**src/rtl/clp_pkg.sv**
```systemverilog
// clp_pkg -- shared types, default timing and helpers for the PmodCLP
// character LCD write scheduler.
//   clp_state_t        : write FSM state encoding
//   CLP_T_AS..CLP_T_CLR: default HD44780 write timing in 50 MHz cycles
//   clp_is_long_cmd()  : true for clear/home commands that need the long wait
package clp_pkg;

  typedef enum logic [2:0] {
    ST_IDLE  = 3'd0,
    ST_SETUP = 3'd1,
    ST_PULSE = 3'd2,
    ST_HOLD  = 3'd3,
    ST_WAIT  = 3'd4
  } clp_state_t;

  localparam int CLP_T_AS  = 3;      // 60 ns address setup
  localparam int CLP_T_PW  = 12;     // 240 ns E pulse width
  localparam int CLP_T_H   = 1;      // hold after E falls
  localparam int CLP_T_CMD = 2000;   // 40 us normal command execution
  localparam int CLP_T_CLR = 82000;  // 1.64 ms clear / return home

  // Clear display (0x01) and return home (0x02/0x03) are the only
  // instructions whose execution time is in the millisecond range.
  function automatic logic clp_is_long_cmd(input logic rs, input logic [7:0] data);
    return (rs == 1'b0) && (data[7:2] == 6'd0) && (data[1:0] != 2'd0);
  endfunction

endpackage

```
**src/rtl/clp_rr_arbiter.sv**
```systemverilog
// clp_rr_arbiter -- two-way grant logic for the LCD write scheduler.
// Build option: define CLP_RR_ARB_EN for round-robin arbitration; by default
// port 0 has fixed priority and no last-grant state exists.
// Ports:
//   clk, rst : clock, asynchronous active-high reset
//   valid[1:0]: request valids of port 1/port 0
//   accept   : a transfer takes place this cycle
//   idle     : scheduler can accept a request this cycle
//   grant[1:0]: one-hot grant, zero when not idle or nothing is valid
module clp_rr_arbiter (
  input  logic       clk,
  input  logic       rst,
  input  logic [1:0] valid,
  input  logic       accept,
  input  logic       idle,
  output logic [1:0] grant
);

`ifdef CLP_RR_ARB_EN
  // 1 = port 1 was granted most recently; reset favours port 0 first.
  logic last_grant;

  always_ff @(posedge clk or posedge rst) begin
    if (rst) begin
      last_grant <= 1'b1;
    end else if (accept) begin
      last_grant <= grant[1];
    end
  end

  always_comb begin
    grant = 2'b00;
    if (idle) begin
      if (&valid) begin
        grant = last_grant ? 2'b01 : 2'b10;
      end else begin
        grant = valid;
      end
    end
  end
`else
  logic unused_arb;
  assign unused_arb = ^{clk, rst, accept};

  always_comb begin
    grant = 2'b00;
    if (idle) begin
      if (valid[0]) begin
        grant = 2'b01;
      end else if (valid[1]) begin
        grant = 2'b10;
      end
    end
  end
`endif

endmodule

```
**src/rtl/clp_write_sched.sv**
```systemverilog
// clp_write_sched -- arbitrated byte-write scheduler for the PmodCLP LCD.
// Takes RS+byte writes from two valid/ready requesters (port 0: init
// sequencer, port 1: text writer) and plays each one onto the HD44780 bus:
// address setup, E pulse, hold, then the command execution wait.
// Build option: CLP_RR_ARB_EN selects round-robin arbitration (see
// clp_rr_arbiter); default is fixed priority to port 0.
// Ports:
//   CLK, btnr                    : 50 MHz clock, async active-high reset
//   reqN_valid/rs/data, reqN_ready: write request handshakes (N = 0, 1)
//   lcd_db, lcd_rs, lcd_rw, lcd_e : registered LCD bus (rw tied low)
//   busy                          : a write is in progress
module clp_write_sched
  import clp_pkg::*;
#(
  parameter int T_AS  = CLP_T_AS,
  parameter int T_PW  = CLP_T_PW,
  parameter int T_H   = CLP_T_H,
  parameter int T_CMD = CLP_T_CMD,
  parameter int T_CLR = CLP_T_CLR
) (
  input  logic       CLK,
  input  logic       btnr,
  input  logic       req0_valid,
  input  logic       req0_rs,
  input  logic [7:0] req0_data,
  output logic       req0_ready,
  input  logic       req1_valid,
  input  logic       req1_rs,
  input  logic [7:0] req1_data,
  output logic       req1_ready,
  output logic [7:0] lcd_db,
  output logic       lcd_rs,
  output logic       lcd_rw,
  output logic       lcd_e,
  output logic       busy
);

  localparam int M1 = (T_AS > T_PW) ? T_AS : T_PW;
  localparam int M2 = (M1 > T_H) ? M1 : T_H;
  localparam int M3 = (M2 > T_CMD) ? M2 : T_CMD;
  localparam int M4 = (M3 > T_CLR) ? M3 : T_CLR;
  localparam int CW = $clog2(M4) + 1;

  // Each phase counts down from length-1 to 0.
  localparam logic [CW-1:0] LD_AS  = CW'(T_AS - 1);
  localparam logic [CW-1:0] LD_PW  = CW'(T_PW - 1);
  localparam logic [CW-1:0] LD_H   = CW'(T_H - 1);
  localparam logic [CW-1:0] LD_CMD = CW'(T_CMD - 1);
  localparam logic [CW-1:0] LD_CLR = CW'(T_CLR - 1);

  clp_state_t    state, state_nxt;
  logic [CW-1:0] cnt, cnt_nxt;
  logic          cnt_zero;
  logic          idle;
  logic [1:0]    grant;
  logic          accept;
  logic          sel_rs;
  logic [7:0]    sel_data;

  assign cnt_zero = (cnt == '0);
  assign idle     = (state == ST_IDLE);
  assign accept   = req0_ready | req1_ready;
  assign sel_rs   = grant[1] ? req1_rs   : req0_rs;
  assign sel_data = grant[1] ? req1_data : req0_data;
  assign lcd_rw   = 1'b0;

  clp_rr_arbiter u_arb (
    .clk    (CLK),
    .rst    (btnr),
    .valid  ({req1_valid, req0_valid}),
    .accept (accept),
    .idle   (idle),
    .grant  (grant)
  );

  always_ff @(posedge CLK or posedge btnr) begin
    if (btnr) begin
      state <= ST_IDLE;
    end else begin
      state <= state_nxt;
    end
  end

  always_comb begin
    state_nxt = state;
    case (state)
      ST_IDLE:  if (accept)   state_nxt = ST_SETUP;
      ST_SETUP: if (cnt_zero) state_nxt = ST_PULSE;
      ST_PULSE: if (cnt_zero) state_nxt = ST_HOLD;
      ST_HOLD:  if (cnt_zero) state_nxt = ST_WAIT;
      ST_WAIT:  if (cnt_zero) state_nxt = ST_IDLE;
      default:                state_nxt = ST_IDLE;
    endcase
  end

  always_comb begin
    req0_ready = grant[0] & req0_valid;
    req1_ready = grant[1] & req1_valid;
    busy       = !idle;
  end

  // The wait length is chosen from the byte still sitting on the bus, so
  // no separate copy of the command is kept.
  always_comb begin
    cnt_nxt = cnt;
    case (state)
      ST_IDLE:  if (accept) cnt_nxt = LD_AS;
      ST_SETUP: cnt_nxt = cnt_zero ? LD_PW : cnt - CW'(1);
      ST_PULSE: cnt_nxt = cnt_zero ? LD_H  : cnt - CW'(1);
      ST_HOLD:  cnt_nxt = cnt_zero ? (clp_is_long_cmd(lcd_rs, lcd_db) ? LD_CLR : LD_CMD)
                                   : cnt - CW'(1);
      ST_WAIT:  cnt_nxt = cnt_zero ? '0 : cnt - CW'(1);
      default:  cnt_nxt = '0;
    endcase
  end

  // ---- bus register stage: E is high exactly while the FSM sits in PULSE
  always_ff @(posedge CLK or posedge btnr) begin
    if (btnr) begin
      cnt    <= '0;
      lcd_e  <= 1'b0;
      lcd_rs <= 1'b0;
      lcd_db <= 8'h00;
    end else begin
      cnt   <= cnt_nxt;
      lcd_e <= (state_nxt == ST_PULSE);
      if (accept) begin
        lcd_rs <= sel_rs;
        lcd_db <= sel_data;
      end
    end
  end

endmodule

```
**config.mk**
```make
export PLATFORM = sky130hd
export DESIGN_NAME = clp_write_sched
export DESIGN_NICKNAME = d
export VERILOG_FILES = /design/src/rtl/clp_pkg.sv /design/src/rtl/clp_rr_arbiter.sv /design/src/rtl/clp_write_sched.sv
export SDC_FILE = /design/constraint.sdc
export NUM_CORES = 1
export LEC_CHECK = 0
export BUFFER_PORTS_ARGS = -buffer_cell sky130_fd_sc_hd__buf_2
export CAP_MARGIN = 15
export CORE_AREA = 4 4 79 81
export CTS_CLUSTER_DIAMETER = 50
export DETAILED_ROUTE_END_ITERATION = 8
export DIE_AREA = 0 0 83 85
export PLACE_DENSITY_LB_ADDON = 0.1
export SYNTH_ARGS = -nofsm -noshare
export SYNTH_HDL_FRONTEND = slang
export SYNTH_SLANG_ARGS = --single-unit
```
**constraint.sdc**
```tcl
create_clock -name CLK -period 5.1 [get_ports CLK]
set_input_delay 0.51 -clock CLK [delete_from_list [all_inputs] [get_ports CLK]]
set_output_delay 0.51 -clock CLK [all_outputs]
set_load 0.02 [all_outputs]
```
-- Yosys cells after proc, flatten, opt, wreduce, memory -nomap -nowiden
Index checks and enable logic that the tools add are counted.
- add/sub/neg operators: 1
- eq/ne operators: 6
- muxes and demuxes: 17
- bitwise logic cells: 4
- reductions and logical operators: 8
- operator list (kind ; count):
    two-way mux 18 bit ; 4
    one-hot mux 18 bit (4 select lines) ; 1
    logical NOT 18 bit ; 1
    subtractor 18 x 1 -> 18 bit, second input constant ; 1
    two-way mux 17 bit ; 1
    two-way mux 3 bit ; 5
    one-hot mux 3 bit (5 select lines) ; 1
    == test 3 x 2 -> 1 bit, second input constant ; 3
    two-way mux 8 bit ; 1
    logical NOT 6 bit ; 1
    two-way mux 2 bit ; 3
    == test 3 x 1 -> 1 bit, second input constant ; 1
    == test 3 bit, second input constant ; 1
    logical NOT 3 bit ; 1
    bitwise AND 1 bit ; 2
    logical AND 1 bit ; 2
    inequality test 2 x 1 -> 1 bit, second input constant ; 1
    nonzero test 2 bit ; 1
    OR reduction 2 bit ; 1
    logical NOT 1 bit ; 1
    two-way mux 1 bit ; 1
    NOT 1 bit ; 1
    bitwise OR 1 bit ; 1
- register bits: 31
- input bits: 22
- output and inout port bits: 14
- word-level logic and storage cells: 41

-- Logic depth before layout (Yosys ltp)
- depth after elaboration: 8
- depth in mapped cells: 8
- gate-level depth less buffers: 7

-- By module
A second synthesis with hierarchy kept.
- cell total of the unflattened synthesis: 216
- area, all modules: 1919.3 um^2
- by module, submodules not included (module ; times used ; cells each ; area an instance (um^2) ; sequential area each (um^2)):
    clp_write_sched ; 1 ; 214 ; 1903.1 ; 775.7
    clp_rr_arbiter ; 1 ; 2 ; 16.3 ; 0.0

-- Worst setup path after synthesis
Ideal clock, no wire load.
- path kind: register -> register
- start: reg cnt[0]
- end: reg cnt[6]
- setup time: 0.131 ns
- data arrival time: 2.055 ns
- data required time: 4.969 ns
- setup slack: 2.913 ns
- cell stages (with the launch flop): 8
- buffers on the path: 0
- period minus slack after synthesis: 2.187 ns
- path through: dfrtp_1 -> inv_1 -> ha_1 -> or4b_4 -> nor3b_4 -> nand2_4 -> a221o_1 -> or3_1
- word-level cells in the longest chain between the ends: 3
- elaborated cells on any way between the ends: 6
- classes of those cells: 1 x add/sub; 4 x mux; 1 x reduce/logical
- ends and longest elaborated chain (item ; RTL line ; RTL):
    start, declared ; clp_write_sched.sv:52 ; logic [CW-1:0] cnt, cnt_nxt;
    start signal, assigned ; clp_write_sched.sv:125 ; cnt <= cnt_nxt;
    subtractor 18 x 1 -> 18 bit / logical NOT 18 bit (equally long branches) ; n/a ;
    two-way mux 18 bit, on equally long branches ; n/a ;
    one-hot mux 18 bit (4 select lines) (*) ; clp_write_sched.sv:106 ; case (state)
Every way passes the cells marked *; elsewhere a longest branch is shown, timed or not.
A chain may end at the register's enable or synchronous reset.

-- Worst setup path after layout
- start: reg state[1]
- end: reg cnt[12]
- word-level cells in the longest chain between the ends: 5
- elaborated cells on any way between the ends: 12
- classes of those cells: 5 x eq/ne; 2 x mux; 3 x bitwise; 2 x reduce/logical
- ends and longest elaborated chain (item ; RTL line ; RTL):
    start, declared ; clp_write_sched.sv:51 ; clp_state_t state, state_nxt;
    start signal, assigned ; clp_write_sched.sv:80 ; state <= state_nxt;
    logical NOT 3 bit ; clp_write_sched.sv:61, clp_write_sched.sv:106 ;
    two-way mux 2 bit ; clp_rr_arbiter.sv:47 ; if (idle) begin
    bitwise AND 1 bit, on equally long branches ; clp_write_sched.sv:97, clp_write_sched.sv:98 ;
    bitwise OR 1 bit ; clp_write_sched.sv:62 ; assign accept = req0_ready | req1_ready;
    inequality test 2 x 1 -> 1 bit (no line) ; n/a ;
Parallel ways exist; a longest one is shown, timed or not.

==> metrics.txt <==
Syn Nets 238; TritonCTS buffer count 5; synth top area cells dfrtp_1 42%, o21ai_0 5.1%, a22oi_1 3.6%; post-CTS sizing 0; input/output buffers 34; Hold-fix buffers, CTS 0; diode count 0; Root Buffer clkbuf_8; area grow syn2layout 16.43%; via/cell ratio 5.366; reg2reg path depth 7; commonest non-fill, non-tap cells in the layout 34 x buf_2, 31 x dfrtp_1, 19 x o21ai_0; slowest CP cell a21oi_1; post-route ant nets 0; H-tree depth 2; post-route cell area 0.002172 mm2; PwrDens 273.1 mW/mm2; Clock Path Buffers 2; Die Span Y 85 um; P_sw 178.0 uW; Synth Instances 214; internal power 415.1 uW; library cells used by synthesis 43; Core Box Area 0.005473 mm2; CP cell instances nor3_1 -> buf_4 -> inv_1 -> nand2_1 -> a21oi_1 -> nor2_1 -> o21ai_0; fin cells 317; Combinational Power Share 16.6%; max-cap viol count 0; CP Buf/Inv Count 2; largest net degree at the start of global routing 32; critical path fanouts, max 14; share of the synthesized area in the top cell type 41.58%; Final setup viols 0; critical path arrival 2.78 ns; Synth async-reset ratio 100.0%; drt drc 0; crit path capture type register; Sink Count 31; clock-pin slew on the worst setup and hold paths 0.07 ns; vias in the first global route 1587; fin crit period 2.579 ns; leading cell type in the layout, fill and taps excluded buf_2; EDFF count, synth 0; R2R Setup Slk 2.52 ns; largest stage delay on the critical path 0.76 ns; fin crit share 50.57%; status finished, final reports clean; layout cell share with drive strength beyond 1 20.00%; initial core utilization 34.09%; R2R Path End cnt[12]$_DFFE_PP0P_; vias 1701; crit path kind reg2reg; Final Slew Violations 0; Tot Pwr 593.1 uW; Setup Buffers After CTS 0; Die ar. 0.007055 mm2; Clk network pwr share 31.4%; Synth Warn # 0; switch share 30.01%; Top Family by Delay on Critical Path compound AO/OA/AOI/OAI gates; Flop pwr share 52.0%; RSZ-0062 raised after global routing false; grt total ovfl 0; Worst slew margin 36.05%; drt wl/cell 14.93 um; Setup TNS 0 ns; VDD IR max 81.86 uV; Initial DRC Count 76; HP Class in2async; io pins 36; synthesized cell area 0.001866 mm2; synthesized flop and latch total 31; ys flop type dfrtp_1; global-route wire length before repair 7.997 mm; Final Hold Vio Count 0; Total Nets Final 268; antenna violations before repair 0; dpl cell area 0.002091 mm2; Cell Rows 27; clk_lat worst skew 0.28 ns; post-synthesis sequential area ratio 41.58%; HPWL Detailed 3.410 mm; Synth area leader dfrtp_1; RD Place Congestion 0.7743; Leakage 0.9294 nW; dpl cells 309; CTS tree done; Worst-Margin Slew 0.9593 ns; Die W 83 um; worst clock skew 0.005199 ns; highest clock rate 387.7 MHz; Tot GR Track Use 13.97%; DRT Pass-1 Iters 4; drt total wl 4.732 mm; RR Startpoint state[1]$_DFF_PP0_; type of origin of the critical path register; CP required 5.30 ns; Hold Slack 0.2985 ns; syn_area_per_cell 8.717 um2
-- cell usage after synthesis (all sizes together) (2+ instances only) --
cell     count
a22oi        9
o2bb2ai      2
inv          7
nor2b        9
or3          5
o31a         3
nand3        7
a31oi        8
nor2        16
o21ai       19
and2         5
a221o        2
nor4         4
a21oi        9
buf          2
nand2       16
nor3        11
dfrtp       31
xor2         5
nand2b       3
o211ai       6
ha           2
nor3b        2
or4b         2
clkbuf      12
nand4        7
-- worst reg2reg max path, stage by stage, from the launching register on --
cell	delay, ns
dfrtp_1	0.54
nor3_1	0.11
buf_4	0.19
inv_1	0.34
nand2_1	0.13
a21oi_1	0.76
nor2_1	0.23
o21ai_0	0.21
-- cell type report --
| class | count | area (um2) |
|---|---|---|
| tap | 72 | 90.09 |
| timing repair buffer | 37 | 192.7 |
| fill | 585 | 3301 |
| multi-input combinational | 162 | 1006 |
| clock buffer | 7 | 76.32 |
| clock inverter | 1 | 5.005 |
| inverter | 7 | 26.28 |
| sequential | 31 | 775.7 |
-- cells by family after synthesis --
logic type | share of synthesized area (%)
and+or+nand+nor | 26.49
AOI/OAI and AO/OA | 23.01
DFF | 41.58
buffers and inverters | 4.494
xor gates and xnor gates | 2.347
adders and majority gates | 1.341
other | 0.2010
muxes | 0.5366
-- layer usage --
metal	routed length (um)	global-route usage (%)	up-vias
li1	-	-	849
met1	2300	19.32	813
met5	0	0	-
met2	2184	21.43	31
met3	166	2.913	8
met4	80	5.349	0
-- worst max path at each step --
stage,startpoint,endpoint,slack (ns),depth (start not counted)
finish,state[1]$_DFF_PP0_,cnt[12]$_DFFE_PP0P_,2.52,7
global route,state[1]$_DFF_PP0_,cnt[12]$_DFFE_PP0P_,2.06,7
CTS,state[1]$_DFF_PP0_,cnt[12]$_DFFE_PP0P_,2.49,7
detailed placement,state[1]$_DFF_PP0_,cnt[12]$_DFFE_PP0P_,2.52,7
global placement,state[1]$_DFF_PP0_,cnt[12]$_DFFE_PP0P_,2.59,7
floorplan,cnt[0]$_DFFE_PP0P_,cnt[6]$_DFFE_PP0P_,2.91,7
-- flip-flops by register name, summed over array words and instances (netlist names) --
signal	flops
cnt	18
lcd_db	8
lcd_e	1
lcd_rs	1
state	3
-- power by group through the flow --
stage,combinational [mW],clock [mW],sequential [mW]
floorplan,0.0740,0,0.305
global placement,0.101,0,0.313
detailed placement,0.0989,0,0.312
CTS,0.0990,0.195,0.308
global route,0.111,0.208,0.312
finish,0.0982,0.187,0.308
-- per-stage QoR --
stage,utilization (%),setup slack [ns]
2_1_floorplan,-,2.913
3_3_place_gp,38.20,2.590
3_5_place_dp,38.20,2.519
4_1_cts,39.69,2.490
5_1_grt,39.69,2.060
6_report,39.69,2.521
Power figures use the tool's default switching activity.
